===== src/rtl/imm_pkg.sv =====
// Shared constants for the pipelined immediate generator: instruction format codes and default widths.
package imm_pkg;

    localparam int unsigned FMT_W     = 3;
    localparam int unsigned XLEN_DEF  = 32;
    localparam int unsigned ILEN_DEF  = 32;
    localparam int unsigned CNT_W_DEF = 16;

    localparam logic [FMT_W-1:0] FMT_I     = 3'd0;
    localparam logic [FMT_W-1:0] FMT_S     = 3'd1;
    localparam logic [FMT_W-1:0] FMT_B     = 3'd2;
    localparam logic [FMT_W-1:0] FMT_U     = 3'd3;
    localparam logic [FMT_W-1:0] FMT_J     = 3'd4;
    localparam logic [FMT_W-1:0] FMT_SHAMT = 3'd5;
    localparam logic [FMT_W-1:0] FMT_ZI    = 3'd6;
    localparam logic [FMT_W-1:0] FMT_RSV   = 3'd7;

endpackage


===== src/rtl/imm_extract.sv =====
// Combinational immediate extraction and extension for the RV32 instruction field layout.
module imm_extract
    import imm_pkg::*;
#(
    parameter int unsigned XLEN = XLEN_DEF,
    parameter int unsigned ILEN = ILEN_DEF
) (
    input  logic [ILEN-1:0]  i_instr,
    input  logic [FMT_W-1:0] i_fmt,
    output logic [XLEN-1:0]  o_imm,
    output logic             o_err
);

    // Opcode bits never contribute to an immediate.
    logic [6:0] w_unused_opcode;
    assign w_unused_opcode = i_instr[6:0];

    always_comb begin
        o_imm = '0;
        o_err = 1'b0;
        unique case (i_fmt)
            FMT_I:     o_imm = XLEN'($signed(i_instr[31:20]));
            FMT_S:     o_imm = XLEN'($signed({i_instr[31:25], i_instr[11:7]}));
            FMT_B:     o_imm = XLEN'($signed({i_instr[31], i_instr[7], i_instr[30:25],
                                              i_instr[11:8], 1'b0}));
            FMT_U:     o_imm = XLEN'($signed({i_instr[31:12], 12'b0}));
            FMT_J:     o_imm = XLEN'($signed({i_instr[31], i_instr[19:12], i_instr[20],
                                              i_instr[30:21], 1'b0}));
            FMT_SHAMT: o_imm = XLEN'(i_instr[24:20]);
            FMT_ZI:    o_imm = XLEN'(i_instr[31:20]);
            default: begin
                o_imm = '0;
                o_err = 1'b1;
            end
        endcase
    end

endmodule


===== src/rtl/imm_gen_pipe.sv =====
// Pipelined immediate generator: registered output stage plus a one-entry skid buffer,
// valid/ready on both sides, and a counter of accepted input transfers.
module imm_gen_pipe
    import imm_pkg::*;
#(
    parameter int unsigned XLEN  = XLEN_DEF,
    parameter int unsigned ILEN  = ILEN_DEF,
    parameter int unsigned CNT_W = CNT_W_DEF
) (
    input  logic             clk,
    input  logic             rst,
    input  logic             in_valid,
    output logic             in_ready,
    input  logic [ILEN-1:0]  in_instr,
    input  logic [FMT_W-1:0] in_fmt,
    output logic             out_valid,
    input  logic             out_ready,
    output logic [XLEN-1:0]  out_imm,
    output logic             out_err,
    output logic [CNT_W-1:0] acc_cnt
);

    logic [XLEN-1:0]  w_imm;
    logic             w_err;
    logic             w_in_fire;
    logic             w_out_load;

    logic             r_out_valid;
    logic [XLEN-1:0]  r_out_imm;
    logic             r_out_err;
    logic             r_skid_valid;
    logic [XLEN-1:0]  r_skid_imm;
    logic             r_skid_err;
    logic [CNT_W-1:0] r_acc_cnt;

    imm_extract #(
        .XLEN (XLEN),
        .ILEN (ILEN)
    ) u_extract (
        .i_instr (in_instr),
        .i_fmt   (in_fmt),
        .o_imm   (w_imm),
        .o_err   (w_err)
    );

    // Ready depends only on skid occupancy; held low while reset is asserted.
    assign in_ready   = ~r_skid_valid & ~rst;
    assign w_in_fire  = in_valid & in_ready;
    assign w_out_load = ~r_out_valid | out_ready;

    always_ff @(posedge clk) begin
        if (rst) begin
            r_out_valid  <= 1'b0;
            r_out_imm    <= '0;
            r_out_err    <= 1'b0;
            r_skid_valid <= 1'b0;
            r_skid_imm   <= '0;
            r_skid_err   <= 1'b0;
            r_acc_cnt    <= '0;
        end else begin
            if (w_out_load) begin
                // A full skid blocks input, so it drains before any new item is taken.
                if (r_skid_valid) begin
                    r_out_valid  <= 1'b1;
                    r_out_imm    <= r_skid_imm;
                    r_out_err    <= r_skid_err;
                    r_skid_valid <= 1'b0;
                end else begin
                    r_out_valid <= w_in_fire;
                    if (w_in_fire) begin
                        r_out_imm <= w_imm;
                        r_out_err <= w_err;
                    end
                end
            end else if (w_in_fire) begin
                r_skid_valid <= 1'b1;
                r_skid_imm   <= w_imm;
                r_skid_err   <= w_err;
            end
            r_acc_cnt <= r_acc_cnt + CNT_W'(w_in_fire);
        end
    end

    assign out_valid = r_out_valid;
    assign out_imm   = r_out_imm;
    assign out_err   = r_out_err;
    assign acc_cnt   = r_acc_cnt;

endmodule


===== config.mk =====
export PLATFORM = sky130hd
export DESIGN_NAME = imm_gen_pipe
export DESIGN_NICKNAME = d
export VERILOG_FILES = /design/src/rtl/imm_pkg.sv /design/src/rtl/imm_extract.sv /design/src/rtl/imm_gen_pipe.sv
export SDC_FILE = /design/constraint.sdc
export NUM_CORES = 1
export LEC_CHECK = 0
export BUFFER_PORTS_ARGS = -buffer_cell sky130_fd_sc_hd__buf_4
export CORE_ASPECT_RATIO = 1.75
export CORE_MARGIN = 3
export CORE_UTILIZATION = 49
export DETAILED_ROUTE_END_ITERATION = 12
export PLACE_DENSITY = 0.84
export SYNTH_ARGS = -nofsm -noshare
export SYNTH_HDL_FRONTEND = slang
export SYNTH_SLANG_ARGS = --single-unit
export TNS_END_PERCENT = 5

===== constraint.sdc =====
create_clock -name clk -period 2.3 [get_ports clk]
set_input_delay 0.69 -clock clk [delete_from_list [all_inputs] [get_ports clk]]
set_output_delay 0.69 -clock clk [all_outputs]
set_load 0.01 [all_outputs]

==> summary.md <==
| Metric | Value |
|---|---|
| Num CTS Buffers | 9 |
| Ports | 90 |
| Post-synthesis async set-or-reset flop share | 0% |
| Synth-to-layout area growth | 24.9% |
| GRT Overall Usage | roughly 22% |
| Startpoint types | input pin |
| # Post-CTS Setup Buffers | 0 |
| Finished Cell Area | approximately 5000 sq um |
| Internal Power | 0.00272 W |
| GRT overflow | 0 |
| Hpwl dp | 6740 um |
| Number of global-route vias before repair | approximately 3500 |
| Pwr dens | roughly 710 nW/um^2 |
| Die Area | about 9300 sq um |
| Outcome | complete, no violations |
| Die W | around 74 um |
| Mapped Area | approximately 4000 sq um |
| Comb pwr share | 11.7% |
| Met2 Resource Use GR | between 30% and 40% |
| Largest net degree at the start of global routing | 105 |
| Slew HR | 36.5% |
| Clock Tree Buf Depth | 2 |
| Crit path required time | 2.53 ns |
| First-pass GRT wire length | 16300 um |
| Worst slew pin tran | about 0.95 ns |
| Clk_lat worst skew | 0.34 ns |
| # fillers | approximately 630 |
| Net Sw Frac | 23.2% |
| Place WS | between 0.009 and 0.01 ns |
| Worst VDD drop | between 0.0005 and 0.0006 V |
| Hold buffers post-CTS | 0 |
| Final hold slack | approximately 0.45 ns |
| EDFF count, synth | 0 |
| Hold Path Class | flip-flop to flip-flop |
| M3 GR Usage | roughly 4.8% |
| Crit path time final | between 1.5 and 2 ns |
| Synth warnings | 0 |
| Final worst slack | between 0.3 and 0.4 ns |
| Avg Inst Size Synth | about 8.6 sq um |
| Max frequency | about 510 MHz |
| Crit path buf inv count | 1 |
| Die Ht | between 100 and 150 um |
| Sink Count | 84 |
| Clock Skews | 0.00482 ns |
| Vias | ~3700 |
| Final Hold Viols | 0 |
| FF+latch count, synth | 84 |
| Reg power frac | a little over two fifths |
| CTS resizes | 0 |
| Static Leak | ~1.9 nW |
| Endpoints failing setup | 0 |
| Total power draw | approximately 0.0035 W |
| DR pass1 iterations | 5 |
| Arr. time, crit path | between 2 and 2.5 ns |
| Post-Syn Nets | 504 |
| M1 GR Usage | 26.7% |
| DRT iter0 DRCs | around 270 |
| MaxCap Viol Count | 0 |
| Port buffer count | just over 80 |
| Slew Limit Fails | 0 |
| Layout cells sized above 1 | 23.7% |
| CP max FO | 22 |
| # diodes | 0 |
| Vias/cell | around 6 |
| CP Cell Sequence | buf_4 > nor3b_1 > or2_1 > a21oi_1 > o41ai_1 |
| Post-Synthesis Cells | 463 |
| Standard-cell rows | 42 |
| Average wire per standard cell | about 16 um |
| Number of distinct library cells after synthesis | 46 |
| Clk network pwr share | between 40% and 50% |
| Crit-path leading delay family | simple AND/OR/NAND/NOR gates |
| Nets@finish | 567 |
| Placed Area | ~4600 sq um |
| NetSw | about 0.00082 W |
| Total Routed Length | between 9000 and 10000 um |
| Initial antenna violation count | 0 |
| Core ar. | 7720 sq um |
| Final period util | between 80 and 90% |
| GPL Wtd Cong | between 0.8 and 0.9 |
| Initial Util | 51.6% |
| CTS Root Cell | clkbuf_16 |
| Remaining antenna violation count | 0 |
| H-tree depth | 3 |
| DRC Markers | 0 |
| Crit Path Category | input pin to flip-flop |
| Worst stage delay on the critical path | 0.58 ns |
| Seq/Total Area, Yosys | ~42% |
| CTS clk-pin slew, worst paths | 0.06 ns |
| GRT busiest layer | met2 |
| CTS tree | done |
| Main synth FF type | dfxtp_1 |
| CP endpoint kind | flip-flop |
| Slowest cell on crit path | or2_1 |
| Setup tns final | 0 ns |
| RSZ-0062 raised after global routing | false |
==> Yosys cell counts (4+ instances only) <==
library cell | n | area, sq um
buf_2 | 11 | 55.1
nor3_1 | 31 | 155
nand2b_1 | 4 | 25.0
nor3b_1 | 6 | 45.0
and2_1 | 6 | 37.5
inv_1 | 7 | 26.3
clkbuf_1 | 22 | 82.6
o41ai_1 | 17 | 149
nand3b_1 | 22 | 165
nor4_1 | 4 | 25.0
nand3_1 | 13 | 65.1
dfxtp_1 | 84 | 1680
xnor2_1 | 8 | 70.1
mux2i_1 | 5 | 50.1
a211oi_1 | 18 | 135
buf_6 | 5 | 56.3
nor2b_1 | 24 | 150
o21bai_1 | 5 | 37.5
a221oi_1 | 10 | 87.6
o21ai_0 | 11 | 55.1
nand2_1 | 27 | 101
a21oi_1 | 34 | 170
a211oi_2 | 8 | 100
nor2_1 | 44 | 165
==> per-layer routing <==
metal / share of wire, % / routed length (um) / vias up
li1: - / - / 1795
met1: 41 / 4070 / 1733
met2: 50 / 4990 / 155
met3: 6.0 / 603 / 29
met4: 3.3 / 333 / 0
met5: 0 / 0 / -
==> worst paths after layout <==
path                                                   from                           to  slack, ns  depth (start not counted)
worst max-delay path                              in_fmt[2]     out_imm[12]$_SDFFE_PP0P_       0.32                          5
worst min-delay path            r_skid_imm[20]$_SDFFE_PP0P_  r_skid_imm[20]$_SDFFE_PP0P_       0.45                          2
worst max register to register    r_skid_valid$_SDFFE_PP0P_       acc_cnt[12]$_SDFF_PP0_       0.51                          8
worst min register to register  r_skid_imm[20]$_SDFFE_PP0P_  r_skid_imm[20]$_SDFFE_PP0P_       0.45                          2
==> final cells by class <==
type                    instances  area [sq um]  share of cell area, %
multi-input cells             328          2070                   41.5
repair buffers                 96           758                   15.2
clock buffers                  12           267                   5.35
inverters                       7          26.3                  0.528
well taps                      88           110                   2.21
flip-flops and latches         84          1680                   33.8
clock inverters                 4          70.1                   1.41
==> tightest hold or removal path: cells and delay by family, from the launching register on <==
family / cells / cell delay (ns)
simple gates: 1 / 0.05
flops: 1 / 0.31
compound gates: 1 / 0.05
==> cell families after synthesis <==
logic type | after synthesis | share of synthesized area (%)
AND/OR/NAND/NOR | 198 | 26.7
AO/OA/AOI/OAI | 113 | 20.6
flip-flops | 84 | 42.2
buffers and inverters | 51 | 6.37
XOR/XNOR | 10 | 2.20
multiplexers | 5 | 1.26
adder cells (fa/ha/maj) | 2 | 0.627
==> layout by cell type (no fill, tap or decap), types with 2 or more instances in the layout <==
cell       netlist  layout
ha_1             2       2
nor2b_1         24      24
nand2_1         27      27
a211oi_2         8       8
o21a_1           2       2
nor3_1          31      31
o41ai_2          2       2
clkbuf_16        0       9
dfxtp_1         84      84
inv_1            7       7
o21bai_1         5       5
nand3b_1        22      22
and2_1           6       6
nand2b_1         4       4
o211ai_1         2       2
clkbuf_8         0       3
a221oi_1        10      10
a211oi_1        18      18
o41ai_1         17      17
clkinv_2         0       2
a21oi_1         34      34
buf_4            3      93
or3_1            3       3
xnor2_1          8       8
bufinv_16        0       2
nor4_1           4       4
nor3b_1          6       6
xor2_1           2       2
nor4bb_1         2       2
mux2i_1          5       5
o21ai_0         11      11
buf_12           0       3
nand3_1         13      13
nand4_1          3       3
nor2_1          44      43
==> metrics by stage <==
step                utilization, %  instances
finish                        64.4        619
global route                  64.4        619
CTS                           64.4        619
detailed placement            60.1        603
global placement              60.1        603
floorplan                        -        463
==> state kept, by name, summed over array words and instances, names as in the netlist <==
name,flops
acc_cnt,16
r_skid_err,1
r_skid_imm,32
out_valid,1
out_err,1
out_imm,32
r_skid_valid,1
==> power by group through the flow <==
| stage | Clock (W) | Combinational [W] | Sequential [W] |
|---|---|---|---|
| finish | 0.00160 | 0.000416 | 0.00153 |
| global route | 0.00169 | 0.000456 | 0.00154 |
| CTS | 0.00163 | 0.000416 | 0.00153 |
| detailed placement | 0 | 0.000412 | 0.00156 |
| global placement | 0 | 0.000399 | 0.00156 |
| floorplan | 0 | 0.000232 | 0.00158 |
(Power assumes the default switching activity.)
